[config.mk]
export PLATFORM = sky130hd
export DESIGN_NAME = bcd7_scan_driver
export DESIGN_NICKNAME = d
export VERILOG_FILES = /design/src/rtl/bcd7_pkg.sv /design/src/rtl/hex_to_seg7.sv /design/src/rtl/bcd7_scan_driver.sv
export SDC_FILE = /design/constraint.sdc
export NUM_CORES = 1
export LEC_CHECK = 0
export ABC_AREA = 1
export ABC_CLOCK_PERIOD_IN_PS = 7460
export CAP_MARGIN = 20
export CORE_MARGIN = 3
export CORE_UTILIZATION = 30
export DETAILED_ROUTE_END_ITERATION = 7
export PLACE_DENSITY = 0.59
export SYNTH_ARGS = -nofsm -noshare
export SYNTH_HDL_FRONTEND = slang
export SYNTH_SLANG_ARGS = --single-unit
export TNS_END_PERCENT = 100
[constraint.sdc]
create_clock -name clk -period 7.46 [get_ports clk]
set_clock_uncertainty 0.2 [all_clocks]
set_input_delay 1.492 -clock clk [delete_from_list [all_inputs] [get_ports clk]]
set_output_delay 1.492 -clock clk [all_outputs]
set_load 0.005 [all_outputs]
[src/rtl/bcd7_pkg.sv]
// Shared constants, payload type and segment lookup for the BCD7 display back-end.
package bcd7_pkg;

  localparam logic [7:0] SEG_0     = 8'hC0;
  localparam logic [7:0] SEG_1     = 8'hF9;
  localparam logic [7:0] SEG_2     = 8'hA4;
  localparam logic [7:0] SEG_3     = 8'hB0;
  localparam logic [7:0] SEG_4     = 8'h99;
  localparam logic [7:0] SEG_5     = 8'h92;
  localparam logic [7:0] SEG_6     = 8'h82;
  localparam logic [7:0] SEG_7     = 8'hF8;
  localparam logic [7:0] SEG_8     = 8'h80;
  localparam logic [7:0] SEG_9     = 8'h90;
  localparam logic [7:0] SEG_A     = 8'h88;
  localparam logic [7:0] SEG_B     = 8'h83;
  localparam logic [7:0] SEG_C     = 8'hC6;
  localparam logic [7:0] SEG_D     = 8'hA1;
  localparam logic [7:0] SEG_E     = 8'h86;
  localparam logic [7:0] SEG_F     = 8'h8E;
  localparam logic [7:0] SEG_BLANK = 8'hFF;
  localparam logic [3:0] ANODE_OFF = 4'hF;

  typedef enum logic {PH_BLANK = 1'b0, PH_ON = 1'b1} scan_phase_e;

  typedef struct packed {
    logic [15:0] val;
    logic [3:0]  dp;
  } disp_payload_t;

  // Active-low {dp..a} pattern for one hex digit, dp segment off.
  function automatic logic [7:0] hex_seg(input logic [3:0] nib);
    logic [7:0] seg;
    case (nib)
      4'h0: seg = SEG_0;
      4'h1: seg = SEG_1;
      4'h2: seg = SEG_2;
      4'h3: seg = SEG_3;
      4'h4: seg = SEG_4;
      4'h5: seg = SEG_5;
      4'h6: seg = SEG_6;
      4'h7: seg = SEG_7;
      4'h8: seg = SEG_8;
      4'h9: seg = SEG_9;
      4'hA: seg = SEG_A;
      4'hB: seg = SEG_B;
      4'hC: seg = SEG_C;
      4'hD: seg = SEG_D;
      4'hE: seg = SEG_E;
      default: seg = SEG_F;
    endcase
    return seg;
  endfunction

endpackage

[src/rtl/hex_to_seg7.sv]
// Combinational hex nibble to active-low seven-segment pattern with dp and blank.
module hex_to_seg7
  import bcd7_pkg::*;
(
  input  logic [3:0] nibble_i,
  input  logic       dp_i,
  input  logic       blank_i,
  output logic [7:0] seg_c_o
);

  always_comb begin
    seg_c_o = SEG_BLANK;
    if (!blank_i) begin
      seg_c_o = hex_seg(nibble_i);
      if (dp_i) seg_c_o[7] = 1'b0;
    end
  end

endmodule

[src/rtl/bcd7_scan_driver.sv]
// Time-multiplexed 4-digit seven-segment driver with frame-aligned double
// buffering, per-slot anti-ghosting blank and optional leading-zero blanking.
module bcd7_scan_driver
  import bcd7_pkg::*;
#(
  parameter int unsigned SCAN_DIV  = 50000,
  parameter int unsigned BLANK_CYC = 500,
  parameter int unsigned BLANK_LZ  = 1
) (
  input  logic        clk,
  input  logic        reset,
  input  logic [15:0] data_in,
  input  logic [3:0]  dp_in,
  input  logic        data_valid,
  output logic [11:0] BCD7,
  output logic [1:0]  digit_sel,
  output logic        frame_done
);

  localparam int unsigned CNT_W = $clog2(SCAN_DIV);
  localparam logic [CNT_W-1:0] CNT_LAST = CNT_W'(SCAN_DIV - 1);

  disp_payload_t    pend_q, pend_d, act_q, act_d;
  logic             pend_flag_q, pend_flag_d;
  logic [CNT_W-1:0] cnt_q, cnt_d;
  logic [1:0]       dsel_q, dsel_d;
  logic             frame_done_q, frame_done_d;
  logic [11:0]      bcd7_q, bcd7_d;

  scan_phase_e phase_c;
  logic [3:0]  nib_c;
  logic        dp_c;
  logic [3:0]  lz_c;
  logic [7:0]  seg_c;
  logic        slot_wrap_c;
  logic        boundary_c;

  // A zero-length blank window would make the comparison constant, so elide it.
  generate
    if (BLANK_CYC == 0) begin : g_no_blank
      assign phase_c = PH_ON;
    end else begin : g_blank
      assign phase_c = (cnt_q < CNT_W'(BLANK_CYC)) ? PH_BLANK : PH_ON;
    end
  endgenerate

  assign nib_c = act_q.val[{dsel_q, 2'b00} +: 4];
  assign dp_c  = act_q.dp[dsel_q];

  // Digit i blanks when it and all higher nibbles are zero and its dp is off.
  always_comb begin
    lz_c = '0;
    if (BLANK_LZ != 0) begin
      lz_c[3] = (act_q.val[15:12] == 4'h0)  && !act_q.dp[3];
      lz_c[2] = (act_q.val[15:8]  == 8'h00) && !act_q.dp[2];
      lz_c[1] = (act_q.val[15:4]  == 12'h0) && !act_q.dp[1];
    end
  end

  hex_to_seg7 u_seg (
    .nibble_i (nib_c),
    .dp_i     (dp_c),
    .blank_i  (lz_c[dsel_q]),
    .seg_c_o  (seg_c)
  );

  assign slot_wrap_c = (cnt_q == CNT_LAST);
  assign boundary_c  = slot_wrap_c && (dsel_q == 2'd3);

  always_comb begin
    pend_d       = pend_q;
    pend_flag_d  = pend_flag_q;
    act_d        = act_q;
    cnt_d        = slot_wrap_c ? '0 : cnt_q + CNT_W'(1);
    dsel_d       = slot_wrap_c ? dsel_q + 2'd1 : dsel_q;
    frame_done_d = boundary_c;
    bcd7_d       = {ANODE_OFF, SEG_BLANK};

    // A strobe coinciding with the boundary bypasses the pending buffer.
    if (boundary_c) begin
      pend_flag_d = 1'b0;
      if (data_valid) begin
        act_d = '{val: data_in, dp: dp_in};
      end else if (pend_flag_q) begin
        act_d = pend_q;
      end
    end else if (data_valid) begin
      pend_d      = '{val: data_in, dp: dp_in};
      pend_flag_d = 1'b1;
    end

    if (phase_c == PH_ON) begin
      bcd7_d = {~(4'b0001 << dsel_q), seg_c};
    end
  end

  always_ff @(posedge clk or posedge reset) begin
    if (reset) begin
      pend_q       <= '0;
      pend_flag_q  <= 1'b0;
      act_q        <= '0;
      cnt_q        <= '0;
      dsel_q       <= 2'd0;
      frame_done_q <= 1'b0;
      bcd7_q       <= {ANODE_OFF, SEG_BLANK};
    end else begin
      pend_q       <= pend_d;
      pend_flag_q  <= pend_flag_d;
      act_q        <= act_d;
      cnt_q        <= cnt_d;
      dsel_q       <= dsel_d;
      frame_done_q <= frame_done_d;
      bcd7_q       <= bcd7_d;
    end
  end

  assign BCD7       = bcd7_q;
  assign digit_sel  = dsel_q;
  assign frame_done = frame_done_q;

endmodule

==> results.toml, run 1 <==
[clocking]
cts_buffers = 9
clockBufferDepth = 2
cts_root_buf = "clkbuf_16"
hold_buffers = 0
post_cts_buffers = 0
h-tree-depth = 3
clkTransAtPathRegs_ns = 0.06
clk_latency_ns = 0.33
cts_tree = "yes"
cts.sinks = 72
cts_resized = 0

[detailed_routing]
viasPerCell = 4.60
antenna_left = 0
wl_per_cell_um = 12.0
drt-initial-drc-count = 143
vias = 2901
drc = 0
dr.pass1.iters = 4
wl_mm = 7.58

[critical_path]
crit_type = "flip-flop to output port"
slowest_delay_ns = 0.67
path_max_fanout = 16
slowest_stage = "dfrtp_1"
path_delay_family = "flip-flops"
required_ns = 5.77
crit_path_start_kind = "flip-flop"
end_kind = "output port"
critical_path_buf_inv_count = 1
crit_path_cell_trace = "clkdlybuf4s50_1"
cp_data_arrival_time_ns = 1.60

[global_routing]
first_global_vias = 2772
gr-usage-all-layers = 0.121
grt_pass1_wl_mm = 13.1
grt_overflow = 0
grt_max_degree = 73
antenna_found_initial = 0

[finish]
drive_above_1_share = 0.0922
finalNetCount = 517
area_delta_synth_final_pct = 20.0
antenna_cells = 0

[power_and_ir_drop]
combPwrFrac = 0.055
p_int_w = 0.000655
pwr-share-seq = 0.478
clockPowerShare = 0.467
p_sw_frac = 0.228
p_switching_w = 0.000193
power_per_cell_area_nw_per_um2 = 191
power_w = 0.000848
ir_drop_mv = 0.103
p_leak_nw = 2.18

[sta]
relSlewSlack = 0.364
fin_tns_setup_ns = 0
period_needed_ns = 3.29
worst-slew-pin-transition_ns = 0.954
finalHoldViolations = 0
rsz0062_at_grt = "false"
finalMaxSlewViolations = 0
min_period_over_period = 0.441
fin_ws_ns = 4.17
setup_viol = 0
fmax_mhz = 304

[min_path]
hold_path.class = "flip-flop to flip-flop"

[yosys]
netlist_area_um2 = 3700
syn-num-nets = 481
seq_area_frac_synth = 0.491
synthDistinctLibCells = 28
synthesis.instances = 447
ys_seq_elements = 72
yosysWarnings = 0
syn_area_per_cell_um2 = 8.28

[floorplan]
core_um2 = 11700
initial_core_util = 0.316
die_x_um = 117
fp-row-count = 39
die_h_um = 117
ioPinCount = 38
die_area_um2 = 13700

[placed_design]
io_buffers = 37
preCtsSetupSlack_ns = 4.13
gp_congestion = 0.873
dp_hpwl_mm = 5.47

[flow_run]
maxCapViolCount = 0

[run_status]
run_status = "finished, final reports clean"
==> kinds of logic after synthesis <==
| logic type | after synthesis | share of synthesized area |
|---|---|---|
| muxes | 20 | 0.0541 |
| DFF | 72 | 0.491 |
| AOI/OAI and AO/OA | 36 | 0.0494 |
| buffers and inverters | 61 | 0.0737 |
| xor gates and xnor gates | 7 | 0.0166 |
| and+or+nand+nor | 240 | 0.278 |
| adders and majority gates | 11 | 0.0372 |
==> power by group through the flow <==
| stage | combinational [W] | sequential [W] | clock, W |
|---|---|---|---|
| 2_1_floorplan | 0.0000297 | 0.000411 | 0 |
| 3_3_place_gp | 0.0000473 | 0.000412 | 0 |
| 3_5_place_dp | 0.0000481 | 0.000412 | 0 |
| 4_1_cts | 0.0000481 | 0.000405 | 0.000407 |
| 5_1_grt | 0.0000538 | 0.000406 | 0.000422 |
| 6_report | 0.0000467 | 0.000405 | 0.000396 |
==> Yosys cell counts (all sizes together) <==
cell type,number,area share
buf,14,0.026
a21oi,8,0.011
dfrtp,60,0.41
nor2,48,0.053
mux2i,20,0.054
or2,2,0.0034
o21ai,27,0.037
nand4,7,0.014
o211ai,1,0.0020
xnor2,1,0.0024
nor3,3,0.0041
inv,47,0.048
nand2,134,0.14
xor2,6,0.014
ha,11,0.037
dfstp,12,0.085
nand3,46,0.062
==> cell type report <==
cell class	instances	area, um2
Fill cell	1201	7270
Sequential cell	72	1820
Multi-Input combinational cell	314	1610
Timing Repair Buffer	39	380
Clock buffer	11	243
Tap cell	143	179
Inverter	47	176
Clock inverter	5	32.5
==> state kept, by name, indices dropped and copies added (netlist names) <==
register,count
act_q,20
pend_q,20
cnt_q,16
BCD7,12
digit_sel,2
frame_done,1
pend_flag_q,1
==> layout by cell type (no fill, tap or decap) <==
cell type,count
xor2_1,6
clkbuf_1,1
o21ai_1,20
buf_2,1
nand2_2,2
clkbuf_8,1
dfstp_2,12
nor2_1,45
nor2_4,2
clkinv_2,2
nand3_1,46
nand2_4,2
a21oi_1,8
nand4_1,6
o211ai_1,1
clkbuf_16,9
clkinvlp_4,3
ha_1,11
o21ai_0,7
nor2_2,1
nand4_2,1
nand2_1,130
mux2i_1,20
inv_2,5
nor3_1,3
buf_4,2
dfrtp_1,60
clkdlybuf4s50_1,36
xnor2_1,1
inv_1,42
or2_2,2
==> path summary, 6_finish.rpt <==
path | startpoint | endpoint | slack [ns] | cells after the start
max | digit_sel[0] | digit_sel[0] | 4.17 | 1
min | cnt_q[0] | cnt_q[0] | 0.26 | 1
max reg2reg | digit_sel[0] | BCD7[1] | 5.13 | 9
min reg2reg | cnt_q[0] | cnt_q[0] | 0.26 | 1
max in group asynchronous | reset | pend_q[3] | 4.92 | 3
min in group asynchronous | reset | pend_q[14] | 1.55 | 3
==> routing by layer <==
layer	routed length (um)	global-route usage
met4	100	0.0474
met5	0	0
met2	3220	0.176
met1	3880	0.174
met3	374	0.0257
==> stage by stage <==
stage	util	hold WS [ns]	area [um2]	cells
after floorplan	-	0.233	3700	447
after global placement	0.355	0.253	4160	615
after detailed placement	0.355	0.257	4160	615
after CTS	0.379	0.268	4440	631
after global routing	0.379	0.287	4440	631
final	0.379	0.263	4440	631
No activity file was read; power rests on OpenSTA's default activity.
==> run 2: changes to the inputs <==
- ABC_CLOCK_PERIOD_IN_PS: 7460 -> 2700
- PLACE_DENSITY: 0.59 -> 0.6
- clock period: 7.46 -> 2.7 ns (I/O delays scaled with it)
==> results.toml, run 2 (same netlist as run 1, synthesis figures left out) <==
[clocking]
cts_buffers = 9
cts_root_buf = "clkbuf_16"
hold_buffers = 0
clkTransAtPathRegs_ns = 0.06
cts.sinks = 72
cts_tree = "yes"
cts_resized = 0
post_cts_buffers = 0
clockBufferDepth = 2
clk_latency_ns = 0.32
h-tree-depth = 3

[power_and_ir_drop]
power_w = 0.00252
ir_drop_mv = 0.290
power_per_cell_area_nw_per_um2 = 559
p_leak_nw = 2.22

[min_path]
holdCritStartpoint = "pend_q[12]"
min_to = "pend_q[12]"
hold_path.class = "flip-flop to flip-flop"
whs_path_depth = 2

[critical_path]
path_delay_family = "flip-flops"
slowest_delay_ns = 0.66
reg2reg_setup_slack_ns = 0.41
required_ns = 1.96
rr_startpoint = "digit_sel[0]"
crit_type = "flip-flop to output port"
slowest_stage = "dfrtp_1"
crit_path_start_kind = "flip-flop"
timing.rr.end = "BCD7[1]"
critical_path_buf_inv_count = 1
cp_data_arrival_time_ns = 1.61
path_max_fanout = 16
crit_path_cell_trace = "clkdlybuf4s50_1"
end_kind = "output port"
worst_r2r_path_depth = 9

[sta]
worst-slew-pin-transition_ns = 0.563
min_period_over_period = 0.871
relSlewSlack = 0.624
fmax_mhz = 425
finalMaxSlewViolations = 0
rsz0062_at_grt = "false"
setup_viol = 0
period_needed_ns = 2.35
fin_tns_setup_ns = 0
finalHoldViolations = 0

[floorplan]
die_h_um = 117
die_area_um2 = 13700
core_um2 = 11700
fp-row-count = 39
die_x_um = 117
ioPinCount = 38
initial_core_util = 0.316

[finish]
final_cell_mix = "nand2_1 (130), dfrtp_1 (60), nand3_1 (46), nor2_1 (45), inv_1 (42)"
finalNetCount = 520
final_common_cell = "nand2_1"
antenna_cells = 0
largestRegisters = "act_q: 20 flops, pend_q: 20 flops, cnt_q: 16 flops"
area_delta_synth_final_pct = 22.1
drive_above_1_share = 0.0998

[global_routing]
grt_max_degree = 42
grt_overflow = 0
first_global_vias = 2875
grt_pass1_wl_mm = 13.8
antenna_found_initial = 0
gr-usage-all-layers = 0.125

[detailed_routing]
dr.pass1.iters = 4
wl_mm = 7.91
drc = 0
wl_per_cell_um = 12.5
viasPerCell = 4.61
vias = 2921
antenna_left = 0
drt-initial-drc-count = 104

[placed_design]
gp_congestion = 0.893
io_buffers = 37
dp_hpwl_mm = 5.90

[run_status]
run_status = "finished, final reports clean"

[flow_run]
maxCapViolCount = 0
==> run 2: changes by cell type in the layout (fill, tap and decap cells not counted) <==
cell	previous run	this run
clkinvlp_4	3	1
bufinv_16	0	2
inv_6	0	1
clkbuf_8	1	0
buf_12	0	1
clkinv_4	0	1
buf_4	2	4
clkbuf_1	1	0
==> run 2: final cells by class <==
cell class	count	area, um2
clock buffer	9	225
clock inverter	7	95.1
fill	1179	7190
inverter	47	176
multi-input combinational	314	1610
sequential	72	1820
tap	143	179
timing repair buffer	42	415
==> run 2: per-layer routing <==
metal  wire length, um  GRT usage
met1              4160      0.184
met2              3370      0.185
met3               308     0.0195
met4                74     0.0489
met5                 0          0
==> run 2: worst max path at each step <==
stage                             from            to  slack, ns  cells past startpoint
final                     digit_sel[0]  digit_sel[0]       0.35                      1
after global routing      digit_sel[0]       BCD7[1]       0.19                      9
after CTS                 digit_sel[0]  digit_sel[0]       0.34                      1
after detailed placement  digit_sel[0]       BCD7[1]       0.44                      9
after global placement    digit_sel[0]       BCD7[1]       0.55                      9
after floorplan                  reset      act_q[0]       0.15                      1
==> run 2: where the power goes <==
part / internal (W) / switching (W)
logic: 0.0000633 / 0.0000715
registers: 0.00111 / 0.0000132
clock network: 0.000810 / 0.000460
==> run 2: through the flow <==
step,hold slack [ns],setup WS [ns],utilization,instance area [um2],cells
2_1_floorplan,0.233,0.155,-,3700,447
4_1_cts,0.271,0.343,0.386,4520,634
5_1_grt,0.294,0.188,0.386,4520,634
3_5_place_dp,0.257,0.444,0.358,4200,618
3_3_place_gp,0.252,0.553,0.358,4200,618
6_report,0.268,0.347,0.386,4520,634
==> run 3: changes to the inputs <==
- ABC_CLOCK_PERIOD_IN_PS: 2700 -> 2950
- PLACE_DENSITY: 0.6 -> 0.59
- clock period: 2.7 -> 2.95 ns (I/O delays scaled with it)
==> results.toml, run 3 (same netlist as run 1, synthesis figures left out) <==
[placed_design]
gp_congestion = 0.885
dpl.cell_count = 616
dp_hpwl_mm = 5.51
io_buffers = 37

[power_and_ir_drop]
power_per_cell_area_nw_per_um2 = 546
p_leak_nw = 2.24
ir_drop_mv = 0.311
power_w = 0.00248

[flow_run]
maxCapViolCount = 0

[min_path]
hold_path.class = "flip-flop to flip-flop"

[critical_path]
crit_path_start_kind = "flip-flop"
required_ns = 2.16
path_delay_family = "flip-flops"
end_kind = "output port"
cp_data_arrival_time_ns = 1.61
slowest_stage = "dfrtp_1"
critical_path_buf_inv_count = 1
path_max_fanout = 16
crit_type = "flip-flop to output port"
slowest_delay_ns = 0.64
crit_path_cell_trace = "clkdlybuf4s50_1"

[clocking]
h-tree-depth = 3
clkTransAtPathRegs_ns = 0.06
cts_root_buf = "clkbuf_16"
cts_tree = "yes"
post_cts_buffers = 0
clk_latency_ns = 0.33
hold_buffers = 0
clockBufferDepth = 2
cts_buffers = 9
cts_resized = 0
cts.sinks = 72

[global_routing]
grt_overflow = 0
first_global_vias = 2802
gr-usage-all-layers = 0.123
grt_max_degree = 73
antenna_found_initial = 0
grt_pass1_wl_mm = 13.4

[finish]
final_common_cell = "nand2_1"
drive_above_1_share = 0.0961
instances_no_fill = 632
utilization = 0.389
finalNetCount = 518
final_cell_mix = "nand2_1 (130), dfrtp_1 (60), nand3_1 (46), nor2_1 (45), inv_1 (42)"
antenna_cells = 0
area_delta_synth_final_pct = 23.0
largestRegisters = "act_q: 20 flops, pend_q: 20 flops, cnt_q: 16 flops"

[detailed_routing]
drt-initial-drc-count = 95
dr.pass1.iters = 4
vias = 2912
drc = 0
wl_per_cell_um = 12.2
antenna_left = 0
viasPerCell = 4.61
wl_mm = 7.72

[floorplan]
initial_core_util = 0.316
die_x_um = 117
ioPinCount = 38
die_area_um2 = 13700
core_um2 = 11700
fp-row-count = 39
die_h_um = 117

[sta]
min_period_over_period = 0.813
setup_viol = 0
fin_tns_setup_ns = 0
relSlewSlack = 0.634
worst-slew-pin-transition_ns = 0.548
whs_ns = 0.267
period_needed_ns = 2.40
finalMaxSlewViolations = 0
finalHoldViolations = 0
rsz0062_at_grt = "false"
fmax_mhz = 417

[run_status]
run_status = "finished, final reports clean"
-- run 3: per-layer routing --
layer	vias up	share of wire	global-route usage
met5	-	0	0
met4	0	0.017	0.0512
met3	12	0.038	0.0272
met2	65	0.43	0.173
met1	1342	0.52	0.182
li1	1493	-	-
-- run 3: worst paths after layout --
kind	to	slack [ns]	startpoint	cells past startpoint
setup / recovery	digit_sel[0]	0.55	digit_sel[0]	1
hold / removal	cnt_q[0]	0.27	cnt_q[0]	1
setup reg to reg	BCD7[1]	0.68	digit_sel[0]	9
hold reg to reg	cnt_q[0]	0.27	cnt_q[0]	1
max in group asynchronous	BCD7[2]	1.75	reset	3
min in group asynchronous	pend_q[17]	0.47	reset	3
-- run 3: report_power, final --
group	switching, W	total, W	leakage, nW	internal, W
Combinational	0.0000633	0.000120	1.15	0.0000564
Clock	0.000425	0.00134	0.180	0.000914
Sequential	0.0000120	0.00102	0.909	0.00101
Total	0.000500	0.00248	2.24	0.00198
-- run 3: layout make-up --
class	count	area [um2]
fill	1221	7160
multi-input combinational	314	1610
inverter	47	176
clock inverter	7	143
tap	143	179
sequential	72	1820
timing repair buffer	40	400
clock buffer	9	225
-- run 3: metrics by stage --
stage / setup WS (ns) / cell area, um2
after detailed placement: 0.692 / 4180
after CTS: 0.532 / 4550
after global placement: 0.812 / 4180
after global routing: 0.461 / 4550
after floorplan: 0.355 / 3700
final: 0.552 / 4550
